===== config.mk =====
export PLATFORM = sky130hd
export DESIGN_NAME = gal8_inv_seq
export DESIGN_NICKNAME = d
export VERILOG_FILES = /design/src/rtl/gal8_inv_seq_pkg.sv /design/src/rtl/gal8_mul.sv /design/src/rtl/gal8_inv_seq.sv
export SDC_FILE = /design/constraint.sdc
export NUM_CORES = 1
export LEC_CHECK = 0
export ABC_AREA = 0
export BUFFER_PORTS_ARGS = -buffer_cell sky130_fd_sc_hd__buf_2
export CORE_ASPECT_RATIO = 0.75
export CORE_MARGIN = 3
export CORE_UTILIZATION = 40
export CTS_CLUSTER_DIAMETER = 30
export DETAILED_ROUTE_END_ITERATION = 6
export PLACE_DENSITY = 0.54
export SKIP_LAST_GASP = 1
export SYNTH_ARGS = -nofsm -noshare
export SYNTH_HDL_FRONTEND = slang
export SYNTH_SLANG_ARGS = --single-unit

===== constraint.sdc =====
create_clock -name clk -period 4.2 [get_ports clk]
set_input_delay 0.84 -clock clk [delete_from_list [all_inputs] [get_ports clk]]
set_output_delay 0.84 -clock clk [all_outputs]
set_load 0.02 [all_outputs]

===== src/rtl/gal8_inv_seq_pkg.sv =====
// Shared constants for the GF(2^8) sequential inverter.
package gal8_inv_seq_pkg;

  localparam int unsigned DATA_W = 8;
  localparam int unsigned STEP_W = 3;
  localparam int unsigned STATE_W = 2;

  // FSM state encoding
  localparam logic [STATE_W-1:0] ST_IDLE = 2'd0;
  localparam logic [STATE_W-1:0] ST_RUN  = 2'd1;
  localparam logic [STATE_W-1:0] ST_DONE = 2'd2;

  // Exponent 254: a^254 == a^-1 in GF(2^8), and maps 0 to 0
  localparam logic [DATA_W-1:0] INV_EXP = 8'hFE;

  // Field polynomial x^8+x^4+x^3+x+1
  localparam logic [DATA_W:0] FIELD_POLY = 9'h11B;

endpackage


===== src/rtl/gal8_mul.sv =====
// Combinational GF(2^8) multiplier modulo the field polynomial.
module gal8_mul
  import gal8_inv_seq_pkg::*;
(
  input  logic [DATA_W-1:0] a_i,
  input  logic [DATA_W-1:0] b_i,
  output logic [DATA_W-1:0] prod_c_o
);

  logic [DATA_W-1:0] prod_c;
  logic [DATA_W-1:0] shift_c;

  // Shift-and-add: accumulate a*x^i for each set bit of b, reducing on every shift
  always_comb begin
    prod_c  = '0;
    shift_c = a_i;
    for (int i = 0; i < int'(DATA_W); i++) begin
      if (b_i[i]) begin
        prod_c = prod_c ^ shift_c;
      end
      shift_c = {shift_c[DATA_W-2:0], 1'b0} ^
                (shift_c[DATA_W-1] ? FIELD_POLY[DATA_W-1:0] : DATA_W'(0));
    end
  end

  assign prod_c_o = prod_c;

endmodule


===== src/rtl/gal8_inv_seq.sv =====
// Sequential GF(2^8) inverter: square-and-multiply for a^254, one exponent bit per cycle.
module gal8_inv_seq
  import gal8_inv_seq_pkg::*;
(
  input  logic              clk,
  input  logic              rst,
  input  logic              in_valid,
  output logic              in_ready,
  input  logic [DATA_W-1:0] in_data,
  output logic              out_valid,
  input  logic              out_ready,
  output logic [DATA_W-1:0] out_data
);

  logic [STATE_W-1:0] state_q, state_d;
  logic [DATA_W-1:0]  base_q, base_d;
  logic [DATA_W-1:0]  acc_q, acc_d;
  logic [STEP_W-1:0]  step_q, step_d;
  logic [DATA_W-1:0]  out_data_q, out_data_d;
  logic               in_ready_q, in_ready_d;
  logic               out_valid_q, out_valid_d;

  logic [DATA_W-1:0]  sq_c;
  logic [DATA_W-1:0]  mul_c;

  // base^2 for the next exponent bit
  gal8_mul u_sq (
    .a_i      (base_q),
    .b_i      (base_q),
    .prod_c_o (sq_c)
  );

  // acc*base, taken when the current exponent bit is set
  gal8_mul u_mul (
    .a_i      (acc_q),
    .b_i      (base_q),
    .prod_c_o (mul_c)
  );

  // State and datapath registers with synchronous reset
  always_ff @(posedge clk) begin
    if (rst) begin
      state_q     <= ST_IDLE;
      base_q      <= 8'h00;
      acc_q       <= 8'h01;
      step_q      <= '0;
      out_data_q  <= 8'h00;
      in_ready_q  <= 1'b1;
      out_valid_q <= 1'b0;
    end else begin
      state_q     <= state_d;
      base_q      <= base_d;
      acc_q       <= acc_d;
      step_q      <= step_d;
      out_data_q  <= out_data_d;
      in_ready_q  <= in_ready_d;
      out_valid_q <= out_valid_d;
    end
  end

  // Next-state logic; handshake flags are registered alongside the state
  always_comb begin
    state_d     = state_q;
    base_d      = base_q;
    acc_d       = acc_q;
    step_d      = step_q;
    out_data_d  = out_data_q;
    in_ready_d  = in_ready_q;
    out_valid_d = out_valid_q;

    case (state_q)
      ST_IDLE: begin
        if (in_valid) begin
          state_d    = ST_RUN;
          base_d     = in_data;
          acc_d      = 8'h01;
          step_d     = '0;
          in_ready_d = 1'b0;
        end
      end

      ST_RUN: begin
        if (INV_EXP[step_q]) begin
          acc_d = mul_c;
        end
        base_d = sq_c;
        if (step_q == STEP_W'(7)) begin
          // Last bit: hold step at 7 and publish the final accumulator
          state_d     = ST_DONE;
          out_data_d  = acc_d;
          out_valid_d = 1'b1;
        end else begin
          step_d = step_q + STEP_W'(1);
        end
      end

      ST_DONE: begin
        if (out_ready) begin
          state_d     = ST_IDLE;
          out_valid_d = 1'b0;
          in_ready_d  = 1'b1;
        end
      end

      default: begin
        state_d     = ST_IDLE;
        in_ready_d  = 1'b1;
        out_valid_d = 1'b0;
      end
    endcase
  end

  assign in_ready  = in_ready_q;
  assign out_valid = out_valid_q;
  assign out_data  = out_data_q;

endmodule


==> impl_metrics.env, run 1 <==
export IMPL_status="completed"
export IMPL_via_per_inst=5.46
export IMPL_initial_utilization=0.417
export IMPL_synth_area_um2=3570
export IMPL_timing_setup_tns_ns=0
export IMPL_worst_pin_slew_ns=1.10
export IMPL_rsz0062_at_grt="false"
export IMPL_fmax_mhz=367
export IMPL_cts_resized=0
export IMPL_netlist_instances=461
export IMPL_min_path_type="reg -> reg"
export IMPL_synth_mux_area_frac=0.0424
export IMPL_path_class="reg -> reg"
export IMPL_hold_depth=2
export IMPL_num_rows=29
export IMPL_regArea_um2=641
export IMPL_wl_um=9160
export IMPL_antenna_left=0
export IMPL_syn_nets=476
export IMPL_drc=0
export IMPL_dpl_hpwl_um=6300
export IMPL_synth_area_leaders="dfxtp_1 18%, xnor2_1 14%, xor2_1 7.6%"
export IMPL_synth_top_area_share=0.180
export IMPL_grt_pass1_vias=2767
export IMPL_syn_to_final_growth_pct=7.15
export IMPL_synth_seq_area_share=0.180
export IMPL_synthAdderAreaFrac=0.0105
export IMPL_seqPwrFrac=0.286
export IMPL_drive_gt1_frac=0.104
export IMPL_antenna_found_initial=0
export IMPL_die_height_um=87.8
export IMPL_grt_max_degree=31
export IMPL_ctsHoldBuffers=0
export IMPL_synth_edf_count=0
export IMPL_grt_total_usage=0.188
export IMPL_nets=467
export IMPL_drt_iter0_drc=207
export IMPL_wl_per_cell_um=16.3
export IMPL_placed_cell_area_um2=3660
export IMPL_fill_cells=866
export IMPL_worstPathMaxFanout=16
export IMPL_grt_pass1_wl_um=15100
export IMPL_skew_ns=0.00999
export IMPL_fin_crit_ns=2.73
export IMPL_yosysWarnings=0
export IMPL_antenna_cells=0
export IMPL_final_area_um2=3820
export IMPL_layoutNonFillerInstCount=561
export IMPL_p_clk_frac=0.319
export IMPL_synth_top_family_by_area="XOR/XNOR gates"
export IMPL_overflow=0
export IMPL_core_um2=8560
export IMPL_placed_cells=553
export IMPL_synth_flop_cell="dfxtp_1"
export IMPL_p_total_mw=1.34
export IMPL_switching_share=0.375
export IMPL_relSlewSlack=0.261
export IMPL_drv_slew=0
export IMPL_die_area_um2=10100
export IMPL_io_pins=22
export IMPL_power_internal_uw=841
export IMPL_die_w_um=115
export IMPL_fin_crit_sh=0.649
export IMPL_worstPathArrival_ns=2.86
export IMPL_vdd_ir_drop_max_uv=235
export IMPL_synth_compound_area_frac=0.185
export IMPL_final_hold_violation_count=0
export IMPL_yosysTopAreaCell="dfxtp_1"
export IMPL_synth_seq_cells=32
export IMPL_multi_input_area_um2=2670
export IMPL_cts_setup_buffers=0
export IMPL_clock_sinks=32
export IMPL_synth_xor_area_share=0.314
export IMPL_required_ns=4.34
export IMPL_p_switching_uw=503
export IMPL_clk_path_buf_depth=2
export IMPL_htreeDepth=2
export IMPL_vias=3063
export IMPL_cts_buffers=5
export IMPL_p_leak_nw=1.45
export IMPL_cts_root_buffer="clkbuf_16"
export IMPL_async_flop_share=0
export IMPL_finalWeightedCongestion=0.852
export IMPL_drt_pass1_iterations=5
export IMPL_cts_tree="done"
export IMPL_utilization=0.447
export IMPL_setup_viol=0
export IMPL_worstRegToRegCells=7
export IMPL_io_buffers=21
export IMPL_yosys_area_share_simple=0.195
export IMPL_syn_mean_instance_area_um2=7.74
export IMPL_netlist_cell_type_count=54
export IMPL_comb_power_share=0.394
export IMPL_end_kind="flop"
export IMPL_critPathLaunchType="flop"
export IMPL_insertion_delay_ns=0.28
export IMPL_powerDensity_nw_per_um2=351
export IMPL_path_clk_slew_ns=0.06
export IMPL_cap_violations=0
[worst max-delay path, stage by stage, from the launching register on]
cell,delay [ns]
dfxtp_1,0.80
xnor3_1,0.60
xnor2_2,0.23
nand2_1,0.10
xnor2_1,0.22
xnor3_1,0.36
mux2i_1,0.19
a211oi_1,0.09
[power by group through the flow]
stage	combinational, mW	sequential (mW)	clock (mW)
2_1_floorplan	0.474	0.337	0
3_3_place_gp	0.516	0.391	0
3_5_place_dp	0.520	0.391	0
4_1_cts	0.524	0.384	0.437
5_1_grt	0.583	0.392	0.446
6_report	0.530	0.385	0.429
[final cells by class]
| cell class | instances | area share |
|---|---|---|
| well taps | 108 | 0.0353 |
| repair buffers | 31 | 0.0471 |
| inverters | 8 | 0.00785 |
| flip-flops and latches | 32 | 0.168 |
| clock buffers | 5 | 0.0327 |
| multi-input cells | 374 | 0.698 |
| clock inverters | 3 | 0.0111 |
[routing by layer]
layer	wire, µm	vias to the layer above	GRT usage
met4	57	0	0.0320
li1	-	1557	-
met2	3750	84	0.267
met1	4730	1417	0.300
met3	619	5	0.0262
met5	0	-	0
[state kept, by name (all words and copies together) (netlist names), named ones only]
| register | count |
|---|---|
| acc_q | 8 |
| base_q | 8 |
| out_data | 8 |
| step_q | 3 |
| state_q | 2 |
| in_ready | 1 |
| out_valid | 1 |
[cells in the mapped netlist (2+ instances only)]
cell      count
a211o_1       2
a211oi_1     16
a21oi_1      29
a221oi_1      3
a22o_1        5
a22oi_1       7
a31oi_1       3
and3_1        2
buf_1         4
buf_2        24
buf_4         3
buf_6         2
clkbuf_1     14
dfxtp_1      32
ha_1          3
inv_1         8
mux2i_1      14
nand2_1      69
nand2b_1      8
nand3_1       7
nor2_1       40
nor2b_1       7
nor3_1        5
nor3b_1       6
o211ai_1      2
o21ai_0       6
o221ai_1      4
o22ai_1       7
o31ai_1       2
or2_2         2
or3_1         2
xnor2_1      59
xnor2_2       2
xnor3_1       8
xor2_1       31
xor3_1        5
[cell families after synthesis]
logic type               count (synthesis)
buffers and inverters                   55
XOR/XNOR                               105
adder cells (fa/ha/maj)                  3
AO/OA/AOI/OAI                           97
flip-flops                              32
AND/OR/NAND/NOR                        154
multiplexers                            15
[placed cells by master, fill, tap and decap left out, types with 6 or more instances in the layout]
| cell type | Yosys | final |
|---|---|---|
| nand3_1 | 7 | 7 |
| buf_4 | 3 | 10 |
| o22ai_1 | 7 | 7 |
| xnor2_1 | 59 | 59 |
| a211oi_1 | 16 | 16 |
| xnor3_1 | 8 | 8 |
| a21oi_1 | 29 | 29 |
| dfxtp_1 | 32 | 32 |
| a22oi_1 | 7 | 7 |
| nand2b_1 | 8 | 8 |
| nor2b_1 | 7 | 7 |
| mux2i_1 | 14 | 14 |
| buf_2 | 24 | 21 |
| xor2_1 | 31 | 31 |
| o21ai_0 | 6 | 6 |
| nor2_1 | 40 | 40 |
| inv_1 | 8 | 8 |
| nand2_1 | 69 | 69 |
[worst paths after layout]
check / endpoint / from / slack [ns]
hold reg to reg: out_data[0] / out_data[0] / 0.44
setup / recovery: out_data[7] / acc_q[4] / 1.47
setup reg to reg: out_data[7] / acc_q[4] / 1.47
hold / removal: out_data[0] / out_data[0] / 0.44
[stage by stage]
stage | hold WS, ns | setup slack (ns)
6_report | 0.444 | 1.47
5_1_grt | 0.468 | 1.23
4_1_cts | 0.448 | 1.44
3_5_place_dp | 0.440 | 1.47
3_3_place_gp | 0.438 | 1.45
2_1_floorplan | 0.488 | 2.14
No activity file was read; power rests on OpenSTA's default activity.
==> run 2, diff against run 1 <==
Settings changed: PLACE_DENSITY 0.54 to 0.57.
Clock period 4.2 ns to 2.34 ns, I/O delays scaled along.
==> impl_metrics.env, run 2 (synthesis results as in run 1) <==
export IMPL_insertion_delay_ns=0.28
export IMPL_final_area_um2=4160
export IMPL_final_hold_violation_count=0
export IMPL_num_rows=29
export IMPL_fin_crit_sh=0.941
export IMPL_worst_pin_slew_ns=0.603
export IMPL_drt_iter0_drc=216
export IMPL_overflow=0
export IMPL_io_buffers=21
export IMPL_drive_gt1_frac=0.185
export IMPL_wl_um=9490
export IMPL_grt_pass1_vias=2961
export IMPL_die_height_um=87.8
export IMPL_vias=3224
export IMPL_clk_path_buf_depth=2
export IMPL_wl_per_cell_um=16.1
export IMPL_syn_to_final_growth_pct=16.5
export IMPL_p_leak_nw=1.63
export IMPL_placed_cell_area_um2=3920
export IMPL_setup_viol=0
export IMPL_antenna_left=0
export IMPL_drt_pass1_iterations=4
export IMPL_path_clk_slew_ns=0.06
export IMPL_antenna_found_initial=0
export IMPL_grt_total_usage=0.194
export IMPL_vdd_ir_drop_max_uv=321
export IMPL_core_um2=8560
export IMPL_powerDensity_nw_per_um2=609
export IMPL_fill_cells=839
export IMPL_p_total_mw=2.53
export IMPL_min_path_type="reg -> reg"
export IMPL_power_internal_mw=1.61
export IMPL_fmax_mhz=454
export IMPL_cts_buffers=5
export IMPL_relSlewSlack=0.597
export IMPL_rsz0062_at_grt="true"
export IMPL_p_switching_uw=927
export IMPL_grt_max_degree=29
export IMPL_finalWeightedCongestion=0.881
export IMPL_die_w_um=115
export IMPL_dpl_hpwl_um=7000
export IMPL_nets=496
export IMPL_path_class="reg -> reg"
export IMPL_cts_setup_buffers=0
export IMPL_final_cell_mix="69 x nand2_1, 58 x xnor2_1, 40 x nor2_1"
export IMPL_switching_share=0.366
export IMPL_dp_slack_ns=0.0312
export IMPL_cts_root_buffer="clkbuf_16"
export IMPL_cts_tree="done"
export IMPL_worstPathMaxFanout=24
export IMPL_worstPathArrival_ns=2.40
export IMPL_drc=0
export IMPL_initial_utilization=0.417
export IMPL_required_ns=2.53
export IMPL_drv_slew=0
export IMPL_end_kind="flop"
export IMPL_clock_sinks=32
export IMPL_grt_pass1_wl_um=15400
export IMPL_io_pins=22
export IMPL_via_per_inst=5.46
export IMPL_final_common_cell="nand2_1"
export IMPL_seqPwrFrac=0.249
export IMPL_fin_ws_ns=0.137
export IMPL_antenna_cells=0
export IMPL_critPathLaunchType="flop"
export IMPL_skew_ns=0.00482
export IMPL_htreeDepth=2
export IMPL_p_clk_frac=0.297
export IMPL_cap_violations=0
export IMPL_fin_crit_ns=2.20
export IMPL_timing_hold_ws_ns=0.455
export IMPL_utilization=0.485
export IMPL_comb_power_share=0.454
export IMPL_status="completed"
export IMPL_die_area_um2=10100
-- run 2: cell count changes in the layout (fill, tap and decap cells not counted), moves of 3 or more --
| cell | delta |
|---|---|
| dfxtp_2 | +4 |
| buf_12 | +4 |
| xor2_2 | +3 |
| buf_4 | +23 |
| dfxtp_1 | -4 |
| xor2_1 | -3 |
-- run 2: cell type report --
cell class	instances	area, µm²	area share
clock buffer	5	125	0.0301
clock inverter	3	42.5	0.0102
inverter	8	30.0	0.00722
multi-input combinational	374	2720	0.655
sequential	32	646	0.155
tap	108	135	0.0325
timing repair buffer	60	455	0.110
-- run 2: power by group through the flow --
stage	Clock [mW]	Combinational, mW	Sequential [mW]
final	0.753	1.15	0.631
after CTS	0.772	1.12	0.630
after detailed placement	0	1.11	0.642
after global placement	0	1.10	0.641
after global routing	0.793	1.25	0.638
after floorplan	0	0.851	0.605
-- run 2: worst paths after layout --
kind | from | endpoint | slack (ns) | cells after the start
min | out_data[0] | out_data[0] | 0.46 | 2
max reg2reg | acc_q[7] | out_data[2] | 0.14 | 9
min reg2reg | out_data[0] | out_data[0] | 0.46 | 2
max | acc_q[7] | out_data[2] | 0.14 | 9
-- run 2: timing repair --
item / CTS / global route
resized for setup: 0 / 15
endpoints found under the setup margin: 0 / 10
endpoints found under the hold margin: 0 / 0
hold buffers: 0 / 0
-- run 2: per-stage QoR --
step / instances / setup TNS [ns]
final: 590 / 0
after global routing: 590 / -0.0131
after CTS: 590 / 0
after detailed placement: 582 / 0
after global placement: 582 / 0
after floorplan: 461 / 0
-- run 2: worst max-delay path, cell delays in order (launching register included) --
cell      delay, ns
dfxtp_1        0.41
buf_12         0.20
xor2_1         0.19
buf_4          0.16
nand2_1        0.07
xnor3_1        0.36
xnor2_1        0.15
xnor2_1        0.23
mux2i_1        0.11
a211oi_1       0.23
-- run 2: layer usage --
| layer | GRT usage | routed length, µm |
|---|---|---|
| met4 | 0.0394 | 48 |
| met5 | 0 | 0 |
| met2 | 0.280 | 3900 |
| met3 | 0.0276 | 455 |
| met1 | 0.305 | 5090 |
==> run 3, diff against run 2 <==
Settings changed: CORE_UTILIZATION 40 to 25, CTS_CLUSTER_SIZE from default to 14, PLACE_DENSITY 0.57 to 0.38.
Clock period 2.34 ns to 2.36 ns, I/O delays scaled along.
==> impl_metrics.env, run 3 (synthesis results as in run 1) <==
export IMPL_status="completed"
export IMPL_die_height_um=109
export IMPL_worst_path_largest_cell_delay_ns=0.46
export IMPL_cts_buffers=5
export IMPL_num_rows=37
export IMPL_final_cell_mix="69 x nand2_1, 58 x xnor2_1, 40 x nor2_1, 40 x buf_4, 30 x xor2_1"
export IMPL_wl_per_cell_um=16.1
export IMPL_final_common_cell="nand2_1"
export IMPL_min_path_type="reg -> reg"
export IMPL_ctsHoldBuffers=0
export IMPL_setup_viol=0
export IMPL_fmax_mhz=448
export IMPL_timing_rr_start="acc_q[2]"
export IMPL_antenna_cells=0
export IMPL_worstPathMaxFanout=6
export IMPL_cap_violations=0
export IMPL_clk_path_buf_depth=2
export IMPL_fin_crit_ns=2.23
export IMPL_clock_sinks=32
export IMPL_path_cells="xnor2_1, xnor2_1, o22ai_1, a211o_1, xnor3_1, mux2i_1, a211oi_1"
export IMPL_drv_slew=0
export IMPL_drt_iter0_drc=240
export IMPL_drive_gt1_frac=0.192
export IMPL_cp_slowest_cell="xnor2_1"
export IMPL_die_area_um2=15800
export IMPL_cpLargestDelayFamily="XOR/XNOR gates"
export IMPL_worst_hold_startpoint="out_data[0]"
export IMPL_worst_pin_slew_ns=0.707
export IMPL_rsz0062_at_grt="true"
export IMPL_path_class="reg -> reg"
export IMPL_dpl_hpwl_um=8130
export IMPL_via_per_inst=4.81
export IMPL_core_um2=13800
export IMPL_relSlewSlack=0.527
export IMPL_grt_pass1_wl_um=17100
export IMPL_startpoint="acc_q[2]"
export IMPL_rrSetupSlack_ns=0.13
export IMPL_critPathLaunchType="flop"
export IMPL_required_ns=2.55
export IMPL_multi_input_area_um2=2710
export IMPL_grt_total_usage=0.139
export IMPL_fin_crit_sh=0.946
export IMPL_timing_hold_ws_ns=0.451
export IMPL_end_kind="flop"
export IMPL_io_buffers=21
export IMPL_wl_um=10700
export IMPL_fill_cells=1472
export IMPL_initial_utilization=0.258
export IMPL_syn_to_final_growth_pct=20.4
export IMPL_timing_setup_tns_ns=0
export IMPL_grt_max_degree=23
export IMPL_htreeDepth=2
export IMPL_crit_buf_inv=0
export IMPL_cts_tree="done"
export IMPL_regArea_um2=649
export IMPL_die_w_um=144
export IMPL_vdd_ir_drop_max_uv=252
export IMPL_overflow=0
export IMPL_drt_pass1_iterations=4
export IMPL_placed_cells=654
export IMPL_antenna_left=0
export IMPL_io_pins=22
export IMPL_cpMostUsedCell="xnor2_1"
export IMPL_path_clk_slew_ns=0.06
export IMPL_antenna_found_initial=0
export IMPL_worstPathArrival_ns=2.43
export IMPL_p_leak_nw=1.66
export IMPL_finalWeightedCongestion=0.853
export IMPL_cts_root_buffer="clkbuf_16"
export IMPL_powerDensity_nw_per_um2=590
export IMPL_drc=0
export IMPL_nets=503
export IMPL_vias=3195
export IMPL_insertion_delay_ns=0.28
export IMPL_skew_ns=0.00658
export IMPL_final_hold_violation_count=0
export IMPL_p_total_mw=2.53
export IMPL_grt_pass1_vias=3142
export IMPL_layoutNonFillerInstCount=664
run 3: cell types whose count changed in the layout (fill, tap and decap cells not counted), sizes merged:
cell | before | now
buf | 60 | 67
run 3: layout make-up:
| cell class | count | area share |
|---|---|---|
| inverters | 8 | 0.00699 |
| clock buffers | 5 | 0.0291 |
| well taps | 175 | 0.0510 |
| repair buffers | 67 | 0.121 |
| clock inverters | 3 | 0.00990 |
| multi-input cells | 374 | 0.631 |
| flip-flops and latches | 32 | 0.151 |
run 3: final timing paths:
path            endpoint  depth (start not counted)
max          out_data[4]                          7
min          out_data[0]                          2
max reg2reg  out_data[4]                          7
min reg2reg  out_data[0]                          2
run 3: report_power, final:
part           switching, mW  internal (mW)
registers             0.0443          0.570
clock network          0.258          0.496
logic                  0.633          0.532
run 3: tightest hold or removal path, stage by stage, from the launching register on:
cell,delay (ns)
dfxtp_1,0.31
nand2_1,0.05
a21oi_1,0.05
run 3: layer usage:
metal  share of wire  vias up  track usage
li1                -     1629            -
met5               0        -            0
met2            0.40       62        0.204
met1            0.54     1492        0.211
met3           0.051       12       0.0252
met4          0.0095        0       0.0276
run 3: through the flow:
stage / utilization / setup WS, ns / instance area [µm²]
after global placement: 0.293 / 0.0372 / 4060
final: 0.310 / 0.127 / 4300
after floorplan: - / 0.304 / 3570
after detailed placement: 0.293 / 0.0612 / 4060
after global routing: 0.310 / -0.0169 / 4300
after CTS: 0.305 / 0.0455 / 4230
run 3: what timing repair did:
| action | CTS | global route |
|---|---|---|
| endpoints found under the setup margin | 0 | 9 |
| buffers inserted | 0 | 2 |
| resized for setup | 0 | 15 |
